`src/rtl/sisc_ctrl_mc_if.sv`:
```
`default_nettype none
// ============================================================================
// Module      : sisc_ctrl_mc_if
// Description : Bundle between the SISC IR/status register and the multi-cycle
//               controller (master) and the datapath it steers (slave).
// Revision    : 1.0 - initial release
// ============================================================================
interface sisc_ctrl_mc_if #(
  parameter int CC_W  = 4,
  parameter int ALU_W = 4
);
  // Instruction / status side
  logic [3:0]       opcode;
  logic [CC_W-1:0]  mm;
  logic [CC_W-1:0]  stat;
  logic             mem_ready;

  // Datapath controls
  logic             rf_we;
  logic             wb_sel;
  logic [ALU_W-1:0] alu_op;
  logic             br_sel;
  logic             pc_rst;
  logic             pc_write;
  logic             pc_sel;
  logic             ir_load;
  logic             mem_req;
  logic             dm_we;
  logic             halted;
  logic             err;

  // Controller view
  modport master (
    input  opcode, mm, stat, mem_ready,
    output rf_we, wb_sel, alu_op, br_sel, pc_rst, pc_write, pc_sel,
           ir_load, mem_req, dm_we, halted, err
  );

  // Datapath view
  modport slave (
    output opcode, mm, stat, mem_ready,
    input  rf_we, wb_sel, alu_op, br_sel, pc_rst, pc_write, pc_sel,
           ir_load, mem_req, dm_we, halted, err
  );
endinterface
`default_nettype wire

```
`src/rtl/sisc_ctrl_mc.sv`:
```
`default_nettype none
// ============================================================================
// Module      : sisc_ctrl_mc
// Description : Multi-cycle SISC control unit. Sequences
//               FETCH/DECODE/EXECUTE/MEM/WRITEBACK, resolves condition-code
//               branches in DECODE, drives LOD/STR data-memory strobes and
//               parks in a registered HALT state on HLT.
//               Optional macro SISC_CTRL_MEM_HS_EN: MEM waits on mem_ready for
//               LOD/STR with a MEM_TIMEOUT-cycle watchdog raising err.
// Revision    : 1.0 - initial release
// ============================================================================
module sisc_ctrl_mc #(
  parameter int CC_W        = 4,
  parameter int ALU_W       = 4,
  parameter int MEM_TIMEOUT = 15
) (
  input  logic              clk,
  input  logic              rst_f,
  sisc_ctrl_mc_if.master    bus
);

  localparam logic [3:0] OP_REG_OP = 4'b0001;
  localparam logic [3:0] OP_REG_IM = 4'b0010;
  localparam logic [3:0] OP_BRA    = 4'b0100;
  localparam logic [3:0] OP_BRR    = 4'b0101;
  localparam logic [3:0] OP_BNE    = 4'b0110;
  localparam logic [3:0] OP_BNR    = 4'b0111;
  localparam logic [3:0] OP_LOD    = 4'b1000;
  localparam logic [3:0] OP_STR    = 4'b1001;
  localparam logic [3:0] OP_HLT    = 4'b1111;

  localparam logic [ALU_W-1:0] ALU_ZERO    = ALU_W'(0);
  localparam logic [ALU_W-1:0] ALU_EXE_REG = ALU_W'(1);
  localparam logic [ALU_W-1:0] ALU_MEM_IMM = ALU_W'(2);
  localparam logic [ALU_W-1:0] ALU_EXE_IMM = ALU_W'(3);
  localparam logic [ALU_W-1:0] ALU_ADDR    = ALU_W'(4);

  typedef enum logic [2:0] {
    ST_START   = 3'd0,
    ST_FETCH   = 3'd1,
    ST_DECODE  = 3'd2,
    ST_EXECUTE = 3'd3,
    ST_MEM     = 3'd4,
    ST_WB      = 3'd5,
    ST_HALT    = 3'd6
  } state_t;

  state_t state_q, state_d;

  // Opcode classification
  logic            is_mem, is_str, is_lod, is_rel, br_taken;
  logic [CC_W-1:0] cc_hit;
  logic [ALU_W-1:0] alu_exe, alu_mem;

  assign is_lod = (bus.opcode == OP_LOD);
  assign is_str = (bus.opcode == OP_STR);
  assign is_mem = is_lod | is_str;
  assign is_rel = (bus.opcode == OP_BRR) | (bus.opcode == OP_BNR);
  assign cc_hit = bus.stat & bus.mm;

  // Branch taken on any matching CC (BRA/BRR) or on no match (BNE/BNR)
  always_comb begin
    br_taken = 1'b0;
    case (bus.opcode)
      OP_BRA, OP_BRR: br_taken = (cc_hit != '0);
      OP_BNE, OP_BNR: br_taken = (cc_hit == '0);
      default:        br_taken = 1'b0;
    endcase
  end

  // ALU operation selection for EXECUTE and for MEM/WRITEBACK
  always_comb begin
    alu_exe = ALU_ZERO;
    alu_mem = ALU_ZERO;
    case (bus.opcode)
      OP_REG_OP: begin alu_exe = ALU_EXE_REG; alu_mem = ALU_ZERO;    end
      OP_REG_IM: begin alu_exe = ALU_EXE_IMM; alu_mem = ALU_MEM_IMM; end
      OP_LOD,
      OP_STR:    begin alu_exe = ALU_ADDR;    alu_mem = ALU_ADDR;    end
      default:   begin alu_exe = ALU_ZERO;    alu_mem = ALU_ZERO;    end
    endcase
  end

`ifdef SISC_CTRL_MEM_HS_EN
  localparam int CNT_W = $clog2(MEM_TIMEOUT + 1);
  localparam logic [CNT_W-1:0] CNT_LAST = CNT_W'(MEM_TIMEOUT - 1);

  logic [CNT_W-1:0] wait_cnt_q, wait_cnt_d;
  logic             err_q, err_d;

  // Wait counter and sticky timeout flag; only reset clears err
  always_ff @(posedge clk or negedge rst_f) begin
    if (!rst_f) begin
      wait_cnt_q <= '0;
      err_q      <= 1'b0;
    end else begin
      wait_cnt_q <= wait_cnt_d;
      err_q      <= err_d;
    end
  end

  assign bus.err = err_q;
`else
  logic unused_mem_hs;
  assign unused_mem_hs = bus.mem_ready ^ (MEM_TIMEOUT != 0);
  assign bus.err       = 1'b0;
`endif

  // State register
  always_ff @(posedge clk or negedge rst_f) begin
    if (!rst_f) begin
      state_q <= ST_START;
    end else begin
      state_q <= state_d;
    end
  end

  // Next-state and datapath control decode
  always_comb begin
    state_d      = state_q;
    bus.rf_we    = 1'b0;
    bus.wb_sel   = 1'b0;
    bus.alu_op   = ALU_ZERO;
    bus.br_sel   = 1'b0;
    bus.pc_rst   = 1'b0;
    bus.pc_write = 1'b0;
    bus.pc_sel   = 1'b0;
    bus.ir_load  = 1'b0;
    bus.mem_req  = 1'b0;
    bus.dm_we    = 1'b0;
    bus.halted   = 1'b0;
`ifdef SISC_CTRL_MEM_HS_EN
    // Counter idles at zero outside MEM so every MEM entry starts fresh
    wait_cnt_d   = '0;
    err_d        = err_q;
`endif
    case (state_q)
      ST_START: begin
        bus.pc_rst = 1'b1;
        state_d    = ST_FETCH;
      end
      ST_FETCH: begin
        bus.ir_load  = 1'b1;
        bus.pc_write = 1'b1;
        bus.pc_sel   = 1'b0;
        state_d      = ST_DECODE;
      end
      ST_DECODE: begin
        if (br_taken) begin
          bus.pc_write = 1'b1;
          bus.pc_sel   = 1'b1;
          bus.br_sel   = is_rel;
        end
        state_d = (bus.opcode == OP_HLT) ? ST_HALT : ST_EXECUTE;
      end
      ST_EXECUTE: begin
        bus.alu_op = alu_exe;
        state_d    = ST_MEM;
      end
      ST_MEM: begin
        bus.alu_op  = alu_mem;
        bus.mem_req = is_mem;
        bus.dm_we   = is_str;
        state_d     = ST_WB;
`ifdef SISC_CTRL_MEM_HS_EN
        if (is_mem && !bus.mem_ready) begin
          if (wait_cnt_q == CNT_LAST) begin
            err_d   = 1'b1;
            state_d = ST_HALT;
          end else begin
            wait_cnt_d = wait_cnt_q + 1'b1;
            state_d    = ST_MEM;
          end
        end
`endif
      end
      ST_WB: begin
        bus.alu_op = alu_mem;
        bus.rf_we  = (bus.opcode == OP_REG_OP) | (bus.opcode == OP_REG_IM) | is_lod;
        bus.wb_sel = is_lod;
        state_d    = ST_FETCH;
      end
      ST_HALT: begin
        bus.halted = 1'b1;
        state_d    = ST_HALT;
      end
      default: begin
        state_d = ST_START;
      end
    endcase
  end

endmodule
`default_nettype wire
```
`src/flat_wrapper.sv`:
```
// flat-port wrapper written by rule: the top's interface ports become plain ports
module sisc_ctrl_mc_flat 
#(
  parameter int CC_W        = 4,
  parameter int ALU_W       = 4,
  parameter int MEM_TIMEOUT = 15
)
  (clk, rst_f, bus_opcode, bus_mm, bus_stat, bus_mem_ready, bus_rf_we, bus_wb_sel, bus_alu_op, bus_br_sel, bus_pc_rst, bus_pc_write, bus_pc_sel, bus_ir_load, bus_mem_req, bus_dm_we, bus_halted, bus_err);
  sisc_ctrl_mc_if #(.CC_W(CC_W), .ALU_W(ALU_W)) bus_i ();
  input  logic clk;
  input  logic rst_f;
  input wire logic [$bits(bus_i.opcode)-1:0] bus_opcode;
  input wire logic [$bits(bus_i.mm)-1:0] bus_mm;
  input wire logic [$bits(bus_i.stat)-1:0] bus_stat;
  input wire logic [$bits(bus_i.mem_ready)-1:0] bus_mem_ready;
  output wire logic [$bits(bus_i.rf_we)-1:0] bus_rf_we;
  output wire logic [$bits(bus_i.wb_sel)-1:0] bus_wb_sel;
  output wire logic [$bits(bus_i.alu_op)-1:0] bus_alu_op;
  output wire logic [$bits(bus_i.br_sel)-1:0] bus_br_sel;
  output wire logic [$bits(bus_i.pc_rst)-1:0] bus_pc_rst;
  output wire logic [$bits(bus_i.pc_write)-1:0] bus_pc_write;
  output wire logic [$bits(bus_i.pc_sel)-1:0] bus_pc_sel;
  output wire logic [$bits(bus_i.ir_load)-1:0] bus_ir_load;
  output wire logic [$bits(bus_i.mem_req)-1:0] bus_mem_req;
  output wire logic [$bits(bus_i.dm_we)-1:0] bus_dm_we;
  output wire logic [$bits(bus_i.halted)-1:0] bus_halted;
  output wire logic [$bits(bus_i.err)-1:0] bus_err;
  assign bus_i.opcode = bus_opcode;
  assign bus_i.mm = bus_mm;
  assign bus_i.stat = bus_stat;
  assign bus_i.mem_ready = bus_mem_ready;
  assign bus_rf_we = bus_i.rf_we;
  assign bus_wb_sel = bus_i.wb_sel;
  assign bus_alu_op = bus_i.alu_op;
  assign bus_br_sel = bus_i.br_sel;
  assign bus_pc_rst = bus_i.pc_rst;
  assign bus_pc_write = bus_i.pc_write;
  assign bus_pc_sel = bus_i.pc_sel;
  assign bus_ir_load = bus_i.ir_load;
  assign bus_mem_req = bus_i.mem_req;
  assign bus_dm_we = bus_i.dm_we;
  assign bus_halted = bus_i.halted;
  assign bus_err = bus_i.err;
  sisc_ctrl_mc #(.CC_W(CC_W), .ALU_W(ALU_W), .MEM_TIMEOUT(MEM_TIMEOUT)) u_core (.clk(clk), .rst_f(rst_f), .bus(bus_i));
endmodule
```
`config.mk`:
```
export PLATFORM = sky130hd
export DESIGN_NAME = sisc_ctrl_mc_flat
export DESIGN_NICKNAME = d
export VERILOG_FILES = /design/src/rtl/sisc_ctrl_mc_if.sv /design/src/rtl/sisc_ctrl_mc.sv /design/src/flat_wrapper.sv
export SDC_FILE = /design/constraint.sdc
export NUM_CORES = 1
export LEC_CHECK = 0
export BUFFER_PORTS_ARGS = -buffer_cell sky130_fd_sc_hd__buf_2
export CAP_MARGIN = 20
export CORE_AREA = 10 10 47 49
export CTS_BUF_LIST = sky130_fd_sc_hd__clkbuf_4
export CTS_CLUSTER_SIZE = 20
export DETAILED_ROUTE_END_ITERATION = 16
export DIE_AREA = 0 0 57 59
export SETUP_SLACK_MARGIN = 0.3
export SYNTH_ARGS = -nofsm -noshare
export SYNTH_HDL_FRONTEND = slang
export SYNTH_SLANG_ARGS = --single-unit
```
`constraint.sdc`:
```
create_clock -name clk -period 3.3 [get_ports clk]
set_clock_uncertainty 0.15 [all_clocks]
set_input_delay 0.495 -clock clk [delete_from_list [all_inputs] [get_ports clk]]
set_output_delay 0.495 -clock clk [all_outputs]
set_load 0.05 [all_outputs]
```
# Word level (Yosys, flattened, before mapping)

Index checks and enable logic that the tools add are counted.

Register bits after elaboration: 3
Input bits: 15
Word-level logic and storage cells: 47

Equality and inequality tests: 15
Mux-type cells: 18
Bitwise logic cells: 5
Reductions and logical operators: 8

Operators with widths:

| kind                                          | count |
|---|---|
| one-hot mux 3 bit (6 select lines)            | 1 |
| == test 4 x 3 -> 1 bit, second input constant | 4 |
| == test 4 bit, second input constant          | 3 |
| one-hot mux 3 bit (2 select lines)            | 2 |
| 2-to-1 mux 1 bit                              | 11 |
| OR reduction 2 bit                            | 5 |
| == test 3 bit, second input constant          | 3 |
| one-hot mux 3 bit (3 select lines)            | 1 |
| == test 3 x 2 -> 1 bit, second input constant | 2 |
| bitwise AND 4 bit                             | 1 |
| == test 4 x 1 -> 1 bit, second input constant | 1 |
| == test 4 x 2 -> 1 bit, second input constant | 1 |
| logical NOT 4 bit                             | 1 |
| bitwise OR 1 bit                              | 4 |
| one-hot mux 1 bit (2 select lines)            | 2 |
| nonzero test 4 bit                            | 1 |
| == test 3 x 1 -> 1 bit, second input constant | 1 |
| logical NOT 3 bit                             | 1 |
| 2-to-1 mux 3 bit                              | 1 |

# Longest topological paths before layout

Gate-level depths: netlist of the first run.

Depth after elaboration: 5
Depth in mapped cells: 5
Gate-level depth less buffers: 4

# Worst setup path after synthesis of the first run

Ideal clock, no wire load.

Path type: input port to output port
Start: input port bus_opcode[1]
End: output port bus_dm_we
Arrival time: 2.489 ns
Required time: 2.655 ns
Path slack: 0.166 ns
Stages on the path: 5
Cells stage by stage: clkbuf_1 -> nor2_1 -> nand2_1 -> nor3_1 -> and2_1

Longest elaborated chain between the ends: 2

RTL lines:

| element          | RTL line            | RTL |
|---|---|---|
| from (decl)      | flat_wrapper.sv:12  | `input wire logic [$bits(bus_i.opcode)-1:0] bus_opcode;` |
| == test 4 bit    | sisc_ctrl_mc.sv:56  | `assign is_str = (bus.opcode == OP_STR);` |
| 2-to-1 mux 1 bit | sisc_ctrl_mc.sv:137 | `case (state_q)` |
| to (decl)        | flat_wrapper.sv:25  | `output wire logic [$bits(bus_i.dm_we)-1:0] bus_dm_we;` |

Every way passes these cells.

# Worst setup path in the final report of the first run

Start: register u_core.state_q[2]
End: output port bus_alu_op[0]

Longest elaborated chain between the ends: 3
Elaborated cells on any way between the ends: 5

RTL lines:

| element                              | RTL line            | RTL |
|---|---|---|
| from (decl)                          | sisc_ctrl_mc.sv:48  | `state_t state_q, state_d;` |
| from (signal assigned)               | sisc_ctrl_mc.sv:114 | `state_q <= state_d;` |
| == test 3 bit                        | sisc_ctrl_mc.sv:137 |  |
| OR reduction 2 bit (no line)         | --                  |  |
| one-hot mux 3 bit (2 select lines) * | sisc_ctrl_mc.sv:137 |  |
| to (decl)                            | flat_wrapper.sv:18  | `output wire logic [$bits(bus_i.alu_op)-1:0] bus_alu_op;` |

Mark *: on every way between the ends. The rest lies on a longest branch, timed or not.

==> flow_summary.json, run 1 <==
{
  "status": "finished, final reports clean",
  "hold_path.class": "in -> async",
  "tns_ps": 0,
  "drv_slew": 0,
  "start_util_pct": 23.8,
  "grt_pass1_wl_um": 1670,
  "insertedDiodeCount": 0,
  "highest_layer": "met3",
  "place_ws_ps": 996,
  "synth_top_area_share_pct": 22.5,
  "synth_compound_gate_area_share_pct": 21.7,
  "path_class": "reg -> out",
  "cts_buffer_depth": 2,
  "worst-path-stages": 4,
  "slowest_delay_ps": 440,
  "synthAdderAreaFrac_pct": 0,
  "dpl.hpwl_um": 926,
  "fp.dieW_um": 57,
  "r2r-end": "u_core.state_q[0]$_DFF_PN0_",
  "antenna_left": 0,
  "ys_seq_elements": 3,
  "crit_path_end_kind": "output pin",
  "synth_xor_area_share_pct": 2.62,
  "cts_root_buf": "clkbuf_4",
  "comb_power_share_pct": 61.8,
  "coreArea_um2": 1400,
  "crit_chain": "nand2b_1 > or4_1 > a21oi_1 > buf_2",
  "clkPwrFrac_pct": 17.4,
  "insertion_delay_ps": 230,
  "syn_inst": 46,
  "yosysWarnings": 0,
  "drtIter0Drc": 6,
  "placed_area_um2": 469,
  "dieArea_um2": 3360,
  "wl_met2_um": 590,
  "io_buffers": 26,
  "leakage_nw": 0.265,
  "top_regs": "u_core.state_q: 3 flops",
  "start_kind": "flop",
  "gp_congestion": 0.729,
  "ir_drop_mv": 0.393,
  "htree_num_levels": 1,
  "std_cell_rows": 14,
  "required_ps": 2650,
  "regToRegStartpoint": "u_core.state_q[0]$_DFF_PN0_",
  "fmax_ghz": 0.423,
  "seq_area_frac_synth_pct": 22.5,
  "cts_buffers": 3,
  "via_per_inst": 4.58,
  "crit_buf_inv": 1,
  "cp_data_arrival_time_ps": 1720,
  "hold_viol_final": 0,
  "drc": 0,
  "fin_crit_sh_pct": 71.6,
  "finalInstanceArea_um2": 509,
  "p_int_mw": 0.183,
  "drive_above_1_share_pct": 47.3,
  "clock_sinks": 3,
  "wl_per_cell_um": 12.3,
  "synthTopCellsByArea": "dfrtp_1 22%, nand2b_1 9.4%, nor3_1 9.0%",
  "switching_power_mw": 0.228,
  "finalSetupViolations": 0,
  "switching_share_pct": 55.5,
  "vias": 412,
  "largest_reg_flops": 3,
  "top_register": "u_core.state_q",
  "max_cap_violations": 0,
  "yosysTopAreaCell": "dfrtp_1",
  "drtPass1Iterations": 3,
  "grt_max_degree": 10,
  "r2r_slack_ps": 2080,
  "synth_simple_gate_area_share_pct": 43.8,
  "syn_avg_cell_area_um2": 7.26,
  "worstPathMaxFanout": 8,
  "cts_resized": 0,
  "grt_pass1_vias": 401,
  "setup_slack_ps": 938,
  "die_h_um": 59,
  "period_needed_ps": 2360,
  "overflow": 0,
  "p_seq_share_pct": 20.9,
  "cts_tree": "built",
  "drt-met1-wl_um": 425,
  "power_density_nw_per_um2": 807,
  "antenna_found_initial": 0,
  "finalWirelength_um": 1110,
  "areaGrowthSynthToFinish_pct": 52.4,
  "ys_types": 25,
  "cpMaxStageDelayCell": "dfrtp_1",
  "clk_pin_slew_ps": 30,
  "rsz0062_at_grt": "no",
  "io_pins": 30,
  "wl_met3_um": 89,
  "synth.mux.area_fraction_pct": 0,
  "ff2ff_path_depth": 3,
  "cpLargestDelayFamily": "simple AND/OR/NAND/NOR gates",
  "grt_usage_pct": 5.93,
  "nNetsFinal": 90,
  "synth_top_family_by_area": "simple AND/OR/NAND/NOR gates",
  "netlist_area_um2": 334
}
-- layout make-up --
| cell class | instances | area [µm²] |
|---|---|---|
| Fill cell | 170 | 892 |
| Tap cell | 16 | 20.0 |
| Inverter | 1 | 3.75 |
| Multi-Input combinational cell | 39 | 240 |
| Sequential cell | 3 | 75.1 |
| Clock buffer | 4 | 30.0 |
| Timing Repair Buffer | 27 | 140 |
-- power by group through the flow --
stage	sequential, mW	clock [mW]	combinational [mW]
2_1_floorplan	0.0699	0	0.215
3_3_place_gp	0.0849	0	0.254
3_5_place_dp	0.0857	0	0.255
4_1_cts	0.0852	0.0763	0.257
5_1_grt	0.0910	0.0783	0.274
6_report	0.0858	0.0713	0.254
-- layout by cell type (no fill, tap or decap), drive strengths merged, types with 2 or more instances in the layout --
cell type  instances
buf               26
nor3               6
nand2b             5
clkbuf             4
o21ai              4
nand2              3
nor2               3
dfrtp              3
a21oi              2
a22o               2
and2               2
conb               2
-- cell families after synthesis --
| group | after synthesis |
|---|---|
| AOI/OAI and AO/OA | 11 |
| xor gates and xnor gates | 1 |
| buffers and inverters | 5 |
| DFF | 3 |
| other | 1 |
| and+or+nand+nor | 25 |
-- what timing repair did --
action,CTS,global route
hold endpoints to repair,3,0
buffers inserted,0,0
hold buffers,1,0
endpoints found under the setup margin,0,0
-- per-layer routing --
layer  up-vias  track usage (%)
met5         -                0
met4         0             4.03
met3         0             2.15
met2        10             9.61
met1       182             6.32
li1        220                -
-- through the flow --
step | power (mW) | util (%) | instances | hold slack (ps)
2_1_floorplan | 0.285 | - | 47 | 49.4
3_3_place_gp | 0.339 | 33.5 | 85 | 141
3_5_place_dp | 0.340 | 33.5 | 85 | 143
4_1_cts | 0.418 | 36.3 | 90 | 427
5_1_grt | 0.444 | 36.3 | 90 | 446
6_report | 0.411 | 36.3 | 90 | 441
-- cells in the mapped netlist --
cell / count
a21o_2: 1
a21oi_1: 2
a22o_1: 2
a41oi_1: 1
and2_1: 2
and3_2: 1
buf_2: 1
buf_4: 2
clkbuf_1: 1
conb_1: 1
dfrtp_1: 3
inv_2: 1
nand2_1: 3
nand2b_1: 5
nand3b_1: 1
nor2_1: 3
nor3_1: 6
nor4_1: 1
nor4b_2: 1
o21a_1: 1
o21ai_0: 3
o21ai_1: 1
or2_1: 1
or4_1: 1
xor2_1: 1
-- worst max-delay path by stage --
stage | startpoint | to | slack (ps)
floorplan | bus_stat[0] | bus_br_sel | 310
detailed placement | bus_stat[0] | bus_br_sel | 1000
CTS | u_core.state_q[2]$_DFF_PN0_ | bus_alu_op[0] | 930
global placement | bus_stat[0] | bus_br_sel | 1000
finish | u_core.state_q[2]$_DFF_PN0_ | bus_alu_op[0] | 940
global route | u_core.state_q[2]$_DFF_PN0_ | bus_alu_op[0] | 800
Note: power is estimated with default switching activity, not from simulation.
==> run 2, diff against run 1 <==
- ABC_AREA: unset -> 1
- clock period: 3.3 -> 2.5 ns (I/O delays scaled with it)
==> flow_summary.json, run 2 <==
{
  "cts_buffers": 3,
  "netlist_area_um2": 334,
  "insertedDiodeCount": 0,
  "cts_buffer_depth": 2,
  "slowest_delay_ps": 450,
  "io_buffers": 26,
  "largest_reg_flops": 3,
  "synth_top_area_share_pct": 22.5,
  "wl_met2_um": 613,
  "r2r-end": "u_core.state_q[2]$_DFF_PN0_",
  "areaGrowthSynthToFinish_pct": 54.3,
  "cts_resized": 0,
  "wl_met3_um": 126,
  "clock_sinks": 3,
  "final.fill_count": 180,
  "seq_area_frac_synth_pct": 22.5,
  "synth_ff_type": "dfrtp_1",
  "finalWirelength_um": 1160,
  "ff2ff_path_depth": 4,
  "period_needed_ps": 1970,
  "final-instance-count-excl-fill": 107,
  "fmax_ghz": 0.507,
  "finalSetupViolations": 0,
  "ir_drop_mv": 0.540,
  "cts_root_buf": "clkbuf_4",
  "final_common_cell": "buf_2",
  "fp.dieW_um": 57,
  "clk_pin_slew_ps": 40,
  "top_register": "u_core.state_q",
  "syn_inst": 61,
  "crit_chain": "inv_2 > nand3_1 > nor2_1 > nand3_1 > nor2_1 > buf_2",
  "synth-edff-count": 0,
  "highest_layer": "met3",
  "post_cts.repair.setup_buffers": 0,
  "final_cell_mix": "26 x buf_2, 13 x nand2_1, 8 x nor2_1, 7 x inv_1, 7 x nand3_1",
  "crit_buf_inv": 2,
  "drtIter0Drc": 6,
  "cpLargestDelayFamily": "flip-flops",
  "dieArea_um2": 3360,
  "drv_slew": 0,
  "ys_seq_elements": 3,
  "wl_per_cell_um": 10.8,
  "worstPathMaxFanout": 7,
  "yosysWarnings": 0,
  "ys_types": 16,
  "regToRegStartpoint": "u_core.state_q[1]$_DFF_PN0_",
  "htree_num_levels": 1,
  "vias": 476,
  "leakage_nw": 0.315,
  "drt-met1-wl_um": 416,
  "coreArea_um2": 1400,
  "hold_viol_final": 0,
  "synthTopCellsByCount": "13 x nand2_1, 9 x nor2_1, 7 x inv_1, 7 x nand3_1, 5 x o21ai_0",
  "seqCellArea_um2": 75.1,
  "rsz0062_at_grt": "no",
  "async_flop_share_pct": 100,
  "synthTopCellsByArea": "dfrtp_1 22%, nand2_1 15%, nand3_1 10%",
  "drive_above_1_share_pct": 39.6,
  "fin_crit_sh_pct": 78.9,
  "std_cell_rows": 14,
  "required_ps": 1980,
  "hold_path.class": "in -> async",
  "cpMaxStageDelayCell": "dfrtp_1",
  "start_kind": "flop",
  "power.total_mw": 0.534,
  "antenna_left": 0,
  "grt_usage_pct": 7.56,
  "grt_pass1_wl_um": 2080,
  "power_density_nw_per_um2": 1040,
  "drtPass1Iterations": 4,
  "multiInputGateArea_um2": 209,
  "gp_congestion": 0.777,
  "synth.most_common_cell": "nand2_1",
  "grt_max_degree": 8,
  "max_cap_violations": 0,
  "top_regs": "u_core.state_q: 3 flops",
  "cts_tree": "built",
  "overflow": 0,
  "via_per_inst": 4.45,
  "antenna_found_initial": 0,
  "insertion_delay_ps": 230,
  "dpl.cell_count": 102,
  "drc": 0,
  "nNetsFinal": 107,
  "yosysTopAreaCell": "dfrtp_1",
  "path_class": "reg -> out",
  "dpl.hpwl_um": 995,
  "syn_avg_cell_area_um2": 5.48,
  "start_util_pct": 23.8,
  "die_h_um": 59,
  "grt_pass1_vias": 517,
  "r2r_slack_ps": 1460,
  "io_pins": 30,
  "post-route-util_pct": 36.8,
  "crit_path_end_kind": "output pin",
  "tns_ps": 0,
  "cp_data_arrival_time_ps": 1450,
  "status": "finished, final reports clean"
}
## run 2: how the worst max path moves through the flow
stage                                      startpoint    endpoint  depth (start not counted)
after floorplan           u_core.state_q[0]$_DFF_PN0_   bus_dm_we                          3
after global placement                    bus_stat[3]  bus_br_sel                          7
after detailed placement                  bus_stat[3]  bus_br_sel                          7
after CTS                 u_core.state_q[2]$_DFF_PN0_  bus_br_sel                          6
after global routing      u_core.state_q[2]$_DFF_PN0_  bus_br_sel                          6
final                     u_core.state_q[2]$_DFF_PN0_  bus_br_sel                          6
## run 2: where the power goes
group	total [mW]	leakage [nW]	switching [mW]	internal [mW]
logic	0.322	0.259	0.243	0.0791
clock network	0.0962	0.0184	0.0256	0.0707
registers	0.116	0.0369	0.0433	0.0727
total	0.534	0.315	0.312	0.222
## run 2: timing repair
action / in CTS / in global routing
hold buffers: 1 / 0
endpoints found under the setup margin: 0 / 0
endpoints found under the hold margin: 3 / 0
## run 2: worst register-to-register path: stages (launching register included)
cell and delay (ps):
dfrtp_1 430, inv_2 100, nor2_1 50, o21ai_1 90
o21ai_0 90
## run 2: cell families after synthesis
group                  synth area share [%]
other                                  1.12
AOI/OAI and AO/OA                      16.1
and+or+nand+nor                        43.4
buffers and inverters                  16.9
DFF                                    22.5
## run 2: area by class of cell
class                      instances  share of cell area [%]
sequential                         3                    14.6
tap                               16                    3.88
inverter                          11                    8.01
clock buffer                       4                    5.83
multi-input combinational         46                    40.5
timing repair buffer              27                    27.2
## run 2: layer usage
metal,track usage (%),vias to the layer above
met3,4.72,0
met4,5.37,0
met2,13.3,17
met1,6.04,206
li1,-,253
met5,0,-
## run 2: metrics by stage
stage	area (µm²)	setup slack, ps	hold WS, ps
floorplan	340	305	-70.6
detailed placement	475	694	21.8
global route	515	325	310
CTS	515	502	304
finish	515	527	318
global placement	475	719	20.1
